File: src/rtl/baudot_pkg.sv
// Shared ITA2 constants, character classes, shift-state and FSM encodings
// for the Baudot encoder, plus the letter/figure code tables.
package baudot_pkg;

    localparam logic [4:0] ITA2_LTRS  = 5'b11111;
    localparam logic [4:0] ITA2_FIGS  = 5'b11011;
    localparam logic [4:0] ITA2_CR    = 5'b01000;
    localparam logic [4:0] ITA2_LF    = 5'b00010;
    localparam logic [4:0] ITA2_SPACE = 5'b00100;
    localparam logic [4:0] ITA2_NUL   = 5'b00000;

    typedef enum logic [1:0] {
        CLS_LTRS    = 2'd0,
        CLS_FIGS    = 2'd1,
        CLS_BOTH    = 2'd2,
        CLS_INVALID = 2'd3
    } char_cls_e;

    typedef enum logic [1:0] {
        SHIFT_UNKNOWN = 2'b00,
        SHIFT_LTRS    = 2'b01,
        SHIFT_FIGS    = 2'b10
    } shift_state_e;

    typedef enum logic [1:0] {
        ST_IDLE  = 2'd0,
        ST_SHIFT = 2'd1,
        ST_CHAR  = 2'd2
    } enc_state_e;

    // Codes are written MSB first; bit0 is the first data bit on the line.
    function automatic logic [4:0] letter_code(input logic [7:0] up);
        case (up)
            "A": return 5'b00011;
            "B": return 5'b11001;
            "C": return 5'b01110;
            "D": return 5'b01001;
            "E": return 5'b00001;
            "F": return 5'b01101;
            "G": return 5'b11010;
            "H": return 5'b10100;
            "I": return 5'b00110;
            "J": return 5'b01011;
            "K": return 5'b01111;
            "L": return 5'b10010;
            "M": return 5'b11100;
            "N": return 5'b01100;
            "O": return 5'b11000;
            "P": return 5'b10110;
            "Q": return 5'b10111;
            "R": return 5'b01010;
            "S": return 5'b00101;
            "T": return 5'b10000;
            "U": return 5'b00111;
            "V": return 5'b11110;
            "W": return 5'b10011;
            "X": return 5'b11101;
            "Y": return 5'b10101;
            "Z": return 5'b10001;
            default: return 5'b00000;
        endcase
    endfunction

    // Figures share the code of the letter in the same key position.
    // Returns {hit, code}.
    function automatic logic [5:0] figs_entry(input logic [7:0] c);
        case (c)
            "1":  return {1'b1, letter_code("Q")};
            "2":  return {1'b1, letter_code("W")};
            "3":  return {1'b1, letter_code("E")};
            "4":  return {1'b1, letter_code("R")};
            "5":  return {1'b1, letter_code("T")};
            "6":  return {1'b1, letter_code("Y")};
            "7":  return {1'b1, letter_code("U")};
            "8":  return {1'b1, letter_code("I")};
            "9":  return {1'b1, letter_code("O")};
            "0":  return {1'b1, letter_code("P")};
            "-":  return {1'b1, letter_code("A")};
            "?":  return {1'b1, letter_code("B")};
            ":":  return {1'b1, letter_code("C")};
            "(":  return {1'b1, letter_code("K")};
            ")":  return {1'b1, letter_code("L")};
            ".":  return {1'b1, letter_code("M")};
            ",":  return {1'b1, letter_code("N")};
            "'":  return {1'b1, letter_code("S")};
            "/":  return {1'b1, letter_code("X")};
            "+":  return {1'b1, letter_code("Z")};
            "=":  return {1'b1, letter_code("V")};
            default: return 6'b000000;
        endcase
    endfunction

endpackage

File: src/rtl/baudot_encoder_lut.sv
// ASCII to ITA2 lookup: pure combinational, folds lower case to upper case
// and reports the character class alongside the 5-bit code.
module baudot_lut
    import baudot_pkg::*;
(
    input  logic [7:0] ascii,
    output logic [4:0] code,
    output logic [1:0] cls
);

    logic [7:0] upper;
    logic [5:0] fig;

    always_comb begin
        upper = ascii;
        if (ascii >= "a" && ascii <= "z") begin
            upper = ascii - 8'd32;
        end
        fig  = figs_entry(upper);
        code = ITA2_NUL;
        cls  = CLS_INVALID;
        if (upper >= "A" && upper <= "Z") begin
            code = letter_code(upper);
            cls  = CLS_LTRS;
        end else if (fig[5]) begin
            code = fig[4:0];
            cls  = CLS_FIGS;
        end else begin
            case (upper)
                8'h20: begin code = ITA2_SPACE; cls = CLS_BOTH; end
                8'h0D: begin code = ITA2_CR;    cls = CLS_BOTH; end
                8'h0A: begin code = ITA2_LF;    cls = CLS_BOTH; end
                8'h00: begin code = ITA2_NUL;   cls = CLS_BOTH; end
                default: begin code = ITA2_NUL; cls = CLS_INVALID; end
            endcase
        end
    end

endmodule

File: src/rtl/baudot_encoder.sv
// ASCII-to-ITA2 encoder feeding the Baudot transmitter, with automatic
// LTRS/FIGS shift insertion and periodic shift refresh.
//
//   state    | meaning
//   ---------+-----------------------------------------------------------
//   ST_IDLE  | waiting for a byte; in_ready=1
//   ST_SHIFT | presenting a LTRS/FIGS shift code ahead of the character
//   ST_CHAR  | presenting the latched character code
module baudot_encoder
    import baudot_pkg::*;
#(
    parameter int SHIFT_REFRESH = 8
) (
    input  logic       clk,
    input  logic       reset,
    input  logic [7:0] in_data,
    input  logic       in_valid,
    output logic       in_ready,
    output logic [4:0] out_code,
    output logic       out_valid,
    input  logic       out_ready,
    output logic [1:0] shift_state,
    output logic       err_unmapped
);

    localparam int CNT_W = (SHIFT_REFRESH > 0) ? $clog2(SHIFT_REFRESH + 1) : 1;
    localparam logic [CNT_W-1:0] CNT_MAX = CNT_W'(SHIFT_REFRESH);

    enc_state_e       state;
    shift_state_e     shift_q;
    shift_state_e     shift_pend;
    shift_state_e     shift_sel;
    logic [CNT_W-1:0] refresh_cnt;
    logic [4:0]       char_code;
    logic [4:0]       lut_code;
    logic [1:0]       lut_cls;
    char_cls_e        lut_cls_e;
    logic             need_shift;

    baudot_lut u_lut (
        .ascii (in_data),
        .code  (lut_code),
        .cls   (lut_cls)
    );

    assign lut_cls_e   = char_cls_e'(lut_cls);
    assign in_ready    = (state == ST_IDLE);
    assign shift_state = shift_q;

    // BOTH-class characters only force a shift through refresh; then the
    // current shift is repeated, defaulting to LTRS while still unknown.
    always_comb begin
        need_shift = 1'b0;
        shift_sel  = SHIFT_LTRS;
        case (lut_cls_e)
            CLS_LTRS: begin
                need_shift = (shift_q != SHIFT_LTRS);
                shift_sel  = SHIFT_LTRS;
            end
            CLS_FIGS: begin
                need_shift = (shift_q != SHIFT_FIGS);
                shift_sel  = SHIFT_FIGS;
            end
            default: begin
                shift_sel = (shift_q == SHIFT_FIGS) ? SHIFT_FIGS : SHIFT_LTRS;
            end
        endcase
        if (SHIFT_REFRESH != 0 && refresh_cnt == CNT_MAX) begin
            need_shift = 1'b1;
        end
    end

    always_ff @(posedge clk or negedge reset) begin
        if (!reset) begin
            state        <= ST_IDLE;
            out_valid    <= 1'b0;
            out_code     <= '0;
            shift_q      <= SHIFT_UNKNOWN;
            shift_pend   <= SHIFT_LTRS;
            refresh_cnt  <= '0;
            char_code    <= '0;
            err_unmapped <= 1'b0;
        end else begin
            err_unmapped <= 1'b0;
            case (state)
                ST_IDLE: begin
                    if (in_valid) begin
                        if (lut_cls_e == CLS_INVALID) begin
                            err_unmapped <= 1'b1;
                        end else begin
                            char_code <= lut_code;
                            out_valid <= 1'b1;
                            if (need_shift) begin
                                state      <= ST_SHIFT;
                                shift_pend <= shift_sel;
                                out_code   <= (shift_sel == SHIFT_FIGS) ? ITA2_FIGS : ITA2_LTRS;
                            end else begin
                                state    <= ST_CHAR;
                                out_code <= lut_code;
                            end
                        end
                    end
                end
                ST_SHIFT: begin
                    if (out_ready) begin
                        shift_q     <= shift_pend;
                        refresh_cnt <= '0;
                        out_code    <= char_code;
                        state       <= ST_CHAR;
                    end
                end
                ST_CHAR: begin
                    if (out_ready) begin
                        if (refresh_cnt != CNT_MAX) begin
                            refresh_cnt <= refresh_cnt + 1'b1;
                        end
                        out_valid <= 1'b0;
                        state     <= ST_IDLE;
                    end
                end
                default: begin
                    out_valid <= 1'b0;
                    state     <= ST_IDLE;
                end
            endcase
        end
    end

endmodule

File: config.mk
export PLATFORM = sky130hd
export DESIGN_NAME = baudot_encoder
export DESIGN_NICKNAME = d
export VERILOG_FILES = /design/src/rtl/baudot_pkg.sv /design/src/rtl/baudot_encoder_lut.sv /design/src/rtl/baudot_encoder.sv
export SDC_FILE = /design/constraint.sdc
export NUM_CORES = 1
export LEC_CHECK = 0
export ABC_CLOCK_PERIOD_IN_PS = 1700
export BUFFER_PORTS_ARGS = -buffer_cell sky130_fd_sc_hd__buf_2
export CORE_MARGIN = 2
export CORE_UTILIZATION = 49
export DETAILED_ROUTE_END_ITERATION = 6
export PLACE_DENSITY_LB_ADDON = 0.2
export SYNTH_ARGS = -nofsm -noshare
export SYNTH_HDL_FRONTEND = slang
export SYNTH_SLANG_ARGS = --single-unit
File: constraint.sdc
create_clock -name clk -period 1.7 [get_ports clk]
set_input_delay 0.34 -clock clk [delete_from_list [all_inputs] [get_ports clk]]
set_output_delay 0.34 -clock clk [all_outputs]
set_load 0.01 [all_outputs]
==> results.yml <==
yosys:
  synth_seq_area_share_pct: 25.9
  syn_avg_cell_area_um2: 8.73
  synth_top_area_share_pct: 24.7
  post_synth_inst_count: 244
  async_reset_ff_share_pct: 100
  synth.largest_area_cell: "sky130_fd_sc_hd__dfrtp_1"
  netlist_area_um2: 2130
  synth-edff-count: 0
  synth.ff_latch_count: 22
  synth_commonest_cells: "sky130_fd_sc_hd__nand2_1 (27), sky130_fd_sc_hd__dfrtp_1 (21), sky130_fd_sc_hd__ha_1 (13), sky130_fd_sc_hd__nor2_1 (13), sky130_fd_sc_hd__inv_1 (12)"
  top_count_cell_post_synth: "sky130_fd_sc_hd__nand2_1"
  netlist-cell-type-count: 66
  ys.warnings.count: 0
  dominantRegCellSynth: "sky130_fd_sc_hd__dfrtp_1"
  syn_nets: 269
  netlist_top_cells_area: "sky130_fd_sc_hd__dfrtp_1 (25%), sky130_fd_sc_hd__ha_1 (7.6%), sky130_fd_sc_hd__nand2_1 (4.8%)"
grt:
  grt_usage_pct: 24.9
  grt_antenna_before_repair: 0
  global_route_wire_length_before_repair_mm: 9.96
  first_global_vias: 2156
  grt-ovfl-total: 0
  pin_count_of_the_biggest_net_entering_global_routing: 23
cts:
  worst_skew_pair.late_latency_ps: 270
  max-clock-path-buffers: 2
  cts_num_sinks: 22
  clk_transition_reported_paths_ps: 80
  postCtsHoldBufs: 0
  tritoncts_clock_tree: "done"
  root_buffer: "sky130_fd_sc_hd__clkbuf_8"
  clock_tree.htree_level_count: 1
  cts_buffers: 3
final_layout:
  filler_cells: 291
  syn2layout_area_growth_pct: 40.9
  final_layout_size_suffix_gt1_share_pct: 42.9
  num-nets-final: 352
  final-seq-area_um2: 552
  footprint_of_the_multi_input_gates_um2: 1570
  antenna_cells: 0
worst_setup_path:
  worstRegToRegCells: 8
  reg2reg_setup_slack_ps: -180
  critical-path-top-delay-family: "simple AND/OR/NAND/NOR gates"
  reg2reg_to: "out_code[0]$_DFFE_PN0P_"
  cpMaxStageDelayCell: "sky130_fd_sc_hd__or4b_4"
  launching_element_type_of_the_critical_path: "primary input"
  cp_cell_sequence: "buf_12, clkinv_8, ha_4, or4b_4, o221ai_4, buf_6, and4_4, o311a_4, or2_4, mux2_4"
  critical_path_peak_fanout: 7
  timing.critical_path.required_ps: 1860
  worstSetupPathType: "in2reg"
  worstSetupEndpointType: "register"
  crit-reg2reg-launch: "refresh_cnt[0]$_DFFE_PN0P_"
  critical_path_depth: 10
  worstPathBufferInverterCount: 3
  critPathCapture: "out_code[3]$_DFFE_PN0P_"
  crit_path_max_incr_delay_ps: 500
  crit_arrival_ps: 2360
  setup.worst_path.start: "in_data[1]"
placed_design:
  io_buffer_count: 21
  place_congestion: 0.943
  hpwlAfterDp_mm: 4.59
timing:
  setup_viol: 15
  timing.final.max_slew_violations: 0
  worstMarginPinSlew_ps: 621
  final.period_utilization_pct: 129
  timing_hold_violations_final: 0
  achievable-frequency_ghz: 0.455
  timing.clock.skew_ps: 2.83
  unrepaired_setup_endpoints_after_global_routing: "true"
  slew_headroom_pct: 58.0
  timing.setup.tns_ps: -6480
  min_period_ps: 2200
  setup_ws_ps: -498
detailed_routing:
  via_count: 2231
  drt-wirelength-per-cell_um: 15.8
  route.antenna.remaining_nets: 0
  post_drt_via_cell_ratio: 5.93
  route.detailed.drc: 0
  route.final.wire_length_mm: 5.93
  drt-initial-drc-count: 141
  drt-pass1-iter-count: 4
die:
  die_x_um: 69.9
  core_area_um2: 4090
  dieArea_um2: 4890
  rows: 23
  fp.dieH_um: 69.9
  floorplan.initialDensity_pct: 52.1
  top_level_ports: 22
power_and_ir_drop:
  power.density_nw_per_um2: 761
  power_mw: 2.28
  leak_pwr_nw: 1.45
  peakVddDrop_mv: 0.636
run_status:
  failed_checks: "setup timing"
  outcome: "complete, but fails checks"
job:
  max_cap_violation_count: 0
min_path:
  hp-class: "in2async"
-- worst register-to-register path: stages (launching register included) --
cell and delay [ps]:
sky130_fd_sc_hd__dfrtp_1 360, sky130_fd_sc_hd__inv_1 50, sky130_fd_sc_hd__ha_1 200, sky130_fd_sc_hd__nand2_1 100, sky130_fd_sc_hd__or2_2 120, sky130_fd_sc_hd__nand3b_1 100, sky130_fd_sc_hd__o32a_1 270, sky130_fd_sc_hd__o31a_1 310
sky130_fd_sc_hd__mux2_4 260
-- state kept, by name (all words and copies together) (netlist names) --
| name | flops |
|---|---|
| char_code | 5 |
| out_code | 5 |
| state | 2 |
| err_unmapped | 1 |
| out_valid | 1 |
| shift_state | 2 |
| refresh_cnt | 4 |
| shift_pend | 2 |
-- worst min path at each step --
stage / startpoint / endpoint / slack [ps] / cells after the start
after floorplan: reset / char_code[0]$_DFFE_PN0P_ / 40 / 0
after global placement: reset / char_code[3]$_DFFE_PN0P_ / 330 / 1
after detailed placement: reset / char_code[3]$_DFFE_PN0P_ / 330 / 1
after CTS: reset / char_code[3]$_DFFE_PN0P_ / 40 / 1
after global routing: reset / char_code[3]$_DFFE_PN0P_ / 70 / 1
final: reset / err_unmapped$_DFF_PN0_ / 20 / 1
-- timing repair --
| item | CTS | global route |
|---|---|---|
| pin swaps | 8 | 11 |
| resized for setup | 20 | 16 |
| setup buffers | 2 | 2 |
| endpoints found under the setup margin | 16 | 17 |
-- cells in the final DEF (no fill, tap or decap), drive strengths merged, types with 2 or more instances in the layout --
master  instances
a21oi           6
a41oi           2
buf            93
dfrtp          21
a31oi           2
mux2i           8
and2            4
mux2           12
a21o            7
a211oi          3
a32oi           2
ha             13
inv            10
o31a            2
nand3           4
o22ai           5
nand2b         10
nor3b           2
o31ai           3
or2             2
nor2           14
a22oi           2
o311a           2
nor2b           7
o211ai          6
o221ai          2
clkbuf          4
nand2          27
o32ai           4
a32o            2
a22o            5
clkinv          3
nor3            4
o21ai          10
or4b            2
-- cell families (layout without fill, tap and decap cells) --
family                     count (synthesis)  after routing  share of synthesized area (%)
AOI/OAI and AO/OA                         74             74                           27.3
xor gates and xnor gates                   1              1                          0.411
DFF                                       22             22                           25.9
and+or+nand+nor                           85             85                           21.1
adders and majority gates                 13             13                           7.63
muxes                                     21             21                           11.9
buffers and inverters                     28            110                           5.81
-- per-layer routing --
| layer | global-route usage [%] | up-vias | part of all wire, % |
|---|---|---|---|
| li1 | - | 1085 | - |
| met1 | 35.5 | 1063 | 46 |
| met5 | 0 | - | 0 |
| met4 | 6.20 | 0 | 1.8 |
| met2 | 38.7 | 71 | 46 |
| met3 | 4.76 | 12 | 5.4 |
-- stage by stage --
step	setup WS (ps)	util (%)	hold slack (ps)	cells	cell area [um^2]
global route	-552	73.5	69.6	376	3000
floorplan	-887	-	44.4	244	2220
global placement	-898	67.9	326	368	2770
finish	-498	73.5	24.4	376	3000
detailed placement	-948	67.9	329	368	2770
CTS	-576	71.4	42.8	374	2920
-- area by class of cell --
type	count	share of cell area, %
inverters	13	2.46
repair buffers	93	23.0
well taps	50	2.08
multi-input cells	194	52.2
flip-flops and latches	22	18.4
clock buffers	4	1.83
-- power breakdown --
group          switching, mW  internal, mW
Clock                  0.178         0.207
Combinational          0.528         0.600
Sequential            0.0919         0.680
Total                  0.797          1.49
Note: power is estimated with default switching activity, not from simulation.
